File: config.mk
export PLATFORM = sky130hd
export DESIGN_NAME = reservation_station
export DESIGN_NICKNAME = d
export VERILOG_FILES = /design/src/rtl/reservation_station.sv
export SDC_FILE = /design/constraint.sdc
export NUM_CORES = 1
export LEC_CHECK = 0
export ABC_AREA = 0
export BUFFER_PORTS_ARGS = -buffer_cell sky130_fd_sc_hd__clkbuf_2
export CORE_MARGIN = 2
export CORE_UTILIZATION = 40
export CTS_CLUSTER_SIZE = 30
export DETAILED_ROUTE_END_ITERATION = 8
export PLACE_DENSITY = 0.66
export SLEW_MARGIN = 20
export SYNTH_ARGS = -nofsm -noshare
export SYNTH_HDL_FRONTEND = slang
export SYNTH_SLANG_ARGS = --single-unit
File: constraint.sdc
create_clock -name clk -period 29.8 [get_ports clk]
set_input_delay 5.96 -clock clk [delete_from_list [all_inputs] [get_ports clk]]
set_output_delay 5.96 -clock clk [all_outputs]
set_load 0.01 [all_outputs]
File: src/rtl/reservation_station.sv
// Tomasulo reservation station bank: issue, CDB snoop, dispatch to one FU.
// Entries are freed when their own station tag is broadcast on the CDB.
module reservation_station #(
  parameter int         DEPTH       = 4,
  parameter logic [4:0] TAG_BASE    = 5'd0,
  parameter logic [4:0] INVALID_TAG = 5'b11111
) (
  input  logic        clk,
  input  logic        rst,
  input  logic        in_issue_valid,
  output logic        out_issue_ready,
  output logic [4:0]  out_alloc_tag,
  input  logic [3:0]  in_op,
  input  logic [31:0] in_val_1,
  input  logic [31:0] in_val_2,
  input  logic [4:0]  in_tag_1,
  input  logic [4:0]  in_tag_2,
  input  logic        in_CDB_broadcast,
  input  logic [4:0]  in_CDB_tag,
  input  logic [31:0] in_CDB_val,
  output logic        out_fu_valid,
  input  logic        in_fu_ready,
  output logic [3:0]  out_fu_op,
  output logic [31:0] out_fu_a,
  output logic [31:0] out_fu_b,
  output logic [4:0]  out_fu_tag
);

  localparam int IW = (DEPTH > 1) ? $clog2(DEPTH) : 1;

  typedef enum logic [1:0] {
    FREE, WAIT, READY, EXEC
  } ent_st_t;

  ent_st_t     st_q [DEPTH];
  logic [3:0]  op_q [DEPTH];
  logic [31:0] v1_q [DEPTH];
  logic [31:0] v2_q [DEPTH];
  logic [4:0]  t1_q [DEPTH];
  logic [4:0]  t2_q [DEPTH];

  logic [IW-1:0]    alloc_idx;
  logic [IW-1:0]    sel_idx;
  logic             any_free;
  logic             any_ready;
  logic [DEPTH-1:0] hit1;
  logic [DEPTH-1:0] hit2;
  logic             byp1;
  logic             byp2;
  logic [31:0]      nv1;
  logic [31:0]      nv2;
  logic [4:0]       nt1;
  logic [4:0]       nt2;
  logic             issue_fire;
  logic             fu_fire;

  // Descending scan so the lowest matching index wins.
  always_comb begin
    alloc_idx = '0;
    sel_idx   = '0;
    any_free  = 1'b0;
    any_ready = 1'b0;
    for (int i = DEPTH - 1; i >= 0; i--) begin
      if (st_q[i] == FREE) begin
        alloc_idx = IW'(i);
        any_free  = 1'b1;
      end
      if (st_q[i] == READY) begin
        sel_idx   = IW'(i);
        any_ready = 1'b1;
      end
    end
  end

  // Ready operands carry INVALID_TAG and must never match a broadcast.
  always_comb begin
    hit1 = '0;
    hit2 = '0;
    for (int i = 0; i < DEPTH; i++) begin
      hit1[i] = in_CDB_broadcast && st_q[i] == WAIT &&
                t1_q[i] == in_CDB_tag && t1_q[i] != INVALID_TAG;
      hit2[i] = in_CDB_broadcast && st_q[i] == WAIT &&
                t2_q[i] == in_CDB_tag && t2_q[i] != INVALID_TAG;
    end
  end

  always_comb begin
    byp1 = in_CDB_broadcast && in_tag_1 == in_CDB_tag &&
           in_tag_1 != INVALID_TAG;
    byp2 = in_CDB_broadcast && in_tag_2 == in_CDB_tag &&
           in_tag_2 != INVALID_TAG;
    nv1  = byp1 ? in_CDB_val : in_val_1;
    nv2  = byp2 ? in_CDB_val : in_val_2;
    nt1  = byp1 ? INVALID_TAG : in_tag_1;
    nt2  = byp2 ? INVALID_TAG : in_tag_2;
  end

  assign issue_fire      = in_issue_valid && any_free;
  assign fu_fire         = in_fu_ready && any_ready;
  assign out_issue_ready = any_free;
  assign out_alloc_tag   = TAG_BASE + 5'(alloc_idx);
  assign out_fu_valid    = any_ready;
  assign out_fu_op  = any_ready ? op_q[sel_idx] : 4'd0;
  assign out_fu_a   = any_ready ? v1_q[sel_idx] : 32'd0;
  assign out_fu_b   = any_ready ? v2_q[sel_idx] : 32'd0;
  assign out_fu_tag = any_ready ? TAG_BASE + 5'(sel_idx)
                                : INVALID_TAG;

  always_ff @(posedge clk or posedge rst) begin
    if (rst) begin
      for (int i = 0; i < DEPTH; i++) begin
        st_q[i] <= FREE;
        op_q[i] <= '0;
        v1_q[i] <= '0;
        v2_q[i] <= '0;
        t1_q[i] <= INVALID_TAG;
        t2_q[i] <= INVALID_TAG;
      end
    end else begin
      for (int i = 0; i < DEPTH; i++) begin
        unique case (st_q[i])
          FREE: begin
            if (issue_fire && alloc_idx == IW'(i)) begin
              op_q[i] <= in_op;
              v1_q[i] <= nv1;
              v2_q[i] <= nv2;
              t1_q[i] <= nt1;
              t2_q[i] <= nt2;
              st_q[i] <= (nt1 == INVALID_TAG && nt2 == INVALID_TAG)
                         ? READY : WAIT;
            end
          end
          WAIT: begin
            if (hit1[i]) begin
              v1_q[i] <= in_CDB_val;
              t1_q[i] <= INVALID_TAG;
            end
            if (hit2[i]) begin
              v2_q[i] <= in_CDB_val;
              t2_q[i] <= INVALID_TAG;
            end
            if ((hit1[i] || t1_q[i] == INVALID_TAG) &&
                (hit2[i] || t2_q[i] == INVALID_TAG))
              st_q[i] <= READY;
          end
          READY: begin
            if (fu_fire && sel_idx == IW'(i))
              st_q[i] <= EXEC;
          end
          EXEC: begin
            if (in_CDB_broadcast &&
                in_CDB_tag == TAG_BASE + 5'(i))
              st_q[i] <= FREE;
          end
          default: st_q[i] <= FREE;
        endcase
      end
    end
  end

endmodule

== Yosys cells after proc, flatten, opt, wreduce, memory -nomap -nowiden ==
Cells that the tools add are included.
Word-level totals
  flip-flop bits (word level): 320
  input port bits: 120
  output and inout bits: 80
  word-level logic and storage cells: 281
Cells by class
  magnitude comparators: 1
  equal/unequal tests: 75
  muxes and demuxes: 102
  bitwise gates (word level): 1
  reduce and logical (&&, ||, !) cells: 78
Operators with widths (number)
  two-way mux 32 bit: 24
  case mux 32 bit (2 select lines): 8
  binary-select mux 32 bit (select 2 bit): 2
  two-way mux 5 bit: 19
  case mux 5 bit (2 select lines): 8
  == test 5 bit: 10
  == test 5 bit, second input constant: 10
  two-way mux 2 bit: 25
  != test 5 bit, second input constant: 10
  logical AND 1 bit: 43
  case mux 2 bit (4 select lines): 4
  == test 2 bit, second input constant: 12
  != test 2 x 1 -> 1 bit, second input constant: 12
  != test 2 bit, second input constant: 12
  AND reduction 3 bit: 8
  AND reduction 4 bit: 4
  == test 2 x 1 -> 1 bit, second input constant: 6
  logical NOT 2 bit: 6
  two-way mux 4 bit: 3
  == test 5 x 2 -> 1 bit, second input constant: 2
  binary-select mux 4 bit (select 2 bit): 1
  logical OR 1 bit: 8
  two-way mux 1 bit: 8
  AND reduction 2 bit: 4
  5 further kinds: 8

== Longest topological paths before layout ==
  depth after elaboration: 10
  gate-level depth with buffers: 11
  mapped depth without buffers: 7

== Least setup slack after synthesis ==
No wires, ideal clock.
  path kind: reg2out
  start: register st_q[2] in the netlist's numbering
  end: output port out_fu_a[22]
  arrival time: 2.295 ns
  data required time: 23.840 ns
  path slack: 21.545 ns
  stages on the path, launching flop included: 11
  cell sequence: dfrtp_1 > inv_1 > ha_1 > clkbuf_1 > nor2b_1 > o21bai_1 > buf_2 > buf_2 > mux2_2 > a222oi_1 > nor2_1
On the way
  longest elaborated chain between the ends: 9
RTL lines
  start: declaration: line 35  | ent_st_t st_q [DEPTH];
  start signal: indexed assignment: line 129  | st_q[i] <= (nt1 == INVALID_TAG && nt2 == INVALID_TAG)
  == test 2 bit *: line 68  | if (st_q[i] == READY) begin
  two-way mux 2 bit (3 in a row): line 68
  inverter 2 -> 3 bit (implied by the code): line 104  | assign out_fu_a = any_ready ? v1_q[sel_idx] : 32'd0;
  binary-select mux 32 bit (select 2 bit): line 104
  two-way mux 32 bit (implied by the code) (2 in a row): line 104
  two-way mux 32 bit *: line 104
  end: declaration: line 24  | output logic [31:0] out_fu_a,
Every way passes the cells marked *; elsewhere a longest branch is shown, timed or not. The select of a mux whose other input is x is not followed.

== Worst setup path in the final report ==
  start: register st_q[2] in the netlist's numbering
  end: output port out_fu_b[9]
On the way
  longest elaborated chain between the ends: 9
RTL lines
  == test 2 bit *: line 68
  two-way mux 2 bit (3 in a row): line 68
  inverter 2 -> 3 bit (implied by the code): line 105  | assign out_fu_b = any_ready ? v2_q[sel_idx] : 32'd0;
  binary-select mux 32 bit (select 2 bit): line 105
  two-way mux 32 bit (implied by the code) (2 in a row): line 105
  two-way mux 32 bit *: line 105
  end: declaration: line 25  | output logic [31:0] out_fu_b,
Marks and branches as above.

==> run_results.csv <==
group,metric,value,unit
clock_tree,cts-resized-gates,0,
routing,wire_per_inst,27.1,um
global_routing,grt_pass1_vias,16488,
synthesis,avgSynthCellArea,10.3,um2
global_routing,grt_max_degree,99,
synthesis,yosys.area.top_type,"dfrtp_1",
timing,fin_skew,0.0236,ns
placement,dp_cells,2379,
timing,setup_viol,0,
clock_tree,numCtsBuffers,37,
setup_path,cpMostUsedCell,"buf_4",
synthesis,synth.top_cell.area_share,39.7,%
finish,areaGrowthSynthToFinish,15.5,%
finish,final_cell_count_no_fill,2449,
setup_path,start_kind,"flip-flop",
timing,rsz0062_at_grt,"no",
setup_path,crit_buf_inv,4,
synthesis,ys_warn_count,0,
clock_tree,cts_buffer_depth,3,
timing,worstMarginPinSlew,1.21,ns
routing,wl,66.4,mm
synthesis,async_reset_ff_share,100,%
finish,drive_above_1_share,28.4,%
clock_tree,cts_root_buffer,"clkbuf_16",
synthesis,synth.ff_latch_count,320,
clock_tree,path_clk_slew,0.06,ns
hold_path,min_path_type,"flip-flop to flip-flop",
clock_tree,cts_tree,"done",
timing,finalHoldViolCount,0,
placement,routabilityCongestion,0.916,
synthesis,seq_area_frac_synth,45.7,%
routing,vias,15924,
floorplanning,die-area,45800,um2
timing,max_freq,0.0971,GHz
pwr,peakVddDrop,73.7,uV
timing,relSlewSlack,19.3,%
floorplanning,io_pins,200,
run,cap_violations,0,
pwr,fin_total_pwr,2.75,mW
clock_tree,cts-hold-fix-buffers,0,
finish,nets,1971,
routing,drc,0,
timing,min_period,10.30,ns
timing,timing.final.crit_share,34.6,%
synthesis,synth_edf_count,0,
synthesis,synth_ff_type,"dfrtp_1",
clock_tree,post-cts-setup-buffers,0,
setup_path,worst_path_dominant_cell_family,"buffers and inverters",
pwr,p_leak,8.19,nW
setup_path,cp_cell_sequence,"inv_1 > ha_1 > nor2b_1 > o21bai_4 > buf_4 > nor2b_4 > buf_4 > a222oi_1 > nor2_1 > clkbuf_2",
setup_path,path_class,"flip-flop to primary output",
placement,dp_hpwl,42.0,mm
timing,drv_slew,0,
synthesis,yosys.cell_types.count,78,
setup_path,crit_path_end_kind,"primary output",
global_routing,grt_use_total,28.4,%
outcome,status,"completed",
routing,ant_nets,0,
floorplanning,die_w,214,um
global_routing,grt-ovfl-total,0,
setup_path,critPathRequiredTime,23.84,ns
synthesis,synthesis.instances,1712,
synthesis,synth_area,17600,um2
global_routing,grt_pass1_wl,101,mm
clock_tree,cts_num_sinks,320,
floorplanning,start_util,40.7,%
routing,dr.first_iter.drc_count,2188,
setup_path,max_stage_delay,0.86,ns
routing,detail_route.vias_per_cell,6.50,
setup_path,crit_arrival,4.34,ns
global_routing,grt_antenna_before_repair,2,
clock_tree,htree_levels,2,
placement,dp_worst_setup_slack,20.09,ns
clock_tree,clkLatencyLatePin,0.56,ns
floorplanning,std_cell_rows,76,
setup_path,worst_path_max_delay_cell,"buf_4",
floorplanning,core_area,43300,um2
placement,io_buffers,196,
finish,fin_util,47.1,%
synthesis,yosys-top-cells-area,"dfrtp_1 40%, dfstp_2 6.0%, mux2_2 5.4%, a21oi_1 4.6%, o221a_2 4.1%",
pwr,power_density,135,nW/um2
synthesis,yosysMostFrequentCell,"dfrtp_1",
floorplanning,die-height,214,um
finish,fillers,4014,
timing,setup_tns,0,ns
setup_path,cp_max_fo,70,
synthesis,synth_common_cells,"280 x dfrtp_1, 161 x a21oi_1, 125 x nor2_1, 113 x inv_1, 100 x nand2b_1",
timing,setup_slack,19.50,ns
routing,drt-pass1-iter-count,6,
==> where the power goes <==
group          total (mW)  switching [mW]  internal (mW)
sequential          0.775           0.127          0.647
clock               0.465           0.192          0.272
combinational        1.51           0.893          0.622
==> registers in the layout (all words and copies together), names as in the netlist <==
name,count
op_q,16
st_q,8
t1_q,20
t2_q,20
v1_q,128
v2_q,128
==> cell families (layout without fill, tap and decap cells) <==
group                      count (synthesis)  after routing  share of synthesized area, %
and+or+nand+nor                          385            385                          11.0
buffers and inverters                    266            415                          6.70
DFF                                      320            320                          45.7
xor gates and xnor gates                  50             50                          2.48
adders and majority gates                 16             16                          1.14
AOI/OAI and AO/OA                        582            582                          27.2
muxes                                     92             92                          5.82
other                                      1              4                        0.0213
==> layer usage <==
layer | part of all wire, % | vias up | track usage (%) | wire, um
li1 | - | 6719 | - | -
met2 | 46 | 957 | 45.3 | 30800
met4 | 4.5 | 2 | 13.8 | 3010
met3 | 9.7 | 177 | 6.56 | 6420
met5 | 0.020 | - | 0 | 13
met1 | 39 | 8069 | 36.5 | 26200
==> final timing paths <==
path                                           from               endpoint  slack [ns]  cells after the start
worst max-delay path            st_q[2]$_DFFE_PP0P_            out_fu_b[9]       19.50                     10
worst min-delay path            op_q[9]$_DFFE_PP0P_    op_q[9]$_DFFE_PP0P_        0.50                      1
worst max register to register  st_q[6]$_DFFE_PP0P_  v2_q[105]$_DFFE_PP0P_       25.89                      8
worst min register to register  op_q[9]$_DFFE_PP0P_    op_q[9]$_DFFE_PP0P_        0.50                      1
max in group asynchronous                       rst  v1_q[125]$_DFFE_PP0P_       22.73                      3
min in group asynchronous                       rst    v2_q[8]$_DFFE_PP0P_        5.52                      2
==> through the flow <==
step	hold WS [ns]	area, um2
2_1_floorplan	0.474	17600
3_3_place_gp	0.482	19100
3_5_place_dp	0.490	19100
4_1_cts	0.501	20300
5_1_grt	0.509	20400
6_report	0.499	20400
==> area by class of cell <==
cell class | count | area (um2) | area share, %
inverters | 113 | 432 | 2.12
diodes | 1 | 2.50 | 0.0123
well taps | 585 | 732 | 3.59
multi-input cells | 1128 | 8610 | 42.3
clock inverters | 14 | 130 | 0.639
repair buffers | 235 | 1320 | 6.46
clock buffers | 53 | 1090 | 5.34
flip-flops and latches | 320 | 8060 | 39.6
==> layout by cell type, fill, tap and decap left out, types with 5 or more instances in the layout <==
master,n
dfstp_2,40
mux2i_1,8
o22a_1,10
a222oi_1,70
o221a_2,64
o221ai_1,32
a221oi_1,54
ha_1,15
a2bb2oi_1,18
nor2b_1,7
clkbuf_1,8
o31ai_4,7
inv_1,112
nand2b_1,100
clkbuf_16,39
o22ai_1,32
xor2_1,15
o21a_1,9
nand4_1,6
dfrtp_1,280
nor2_1,124
xnor2_1,35
a21oi_1,161
clkinv_2,9
o221a_1,33
mux2_2,84
a221oi_2,10
clkbuf_2,196
clkbuf_8,6
a211oi_1,32
and3_1,6
o32a_1,7
or4_1,5
nand2_1,87
buf_4,34
nand3_1,19
(Power assumes the default switching activity.)
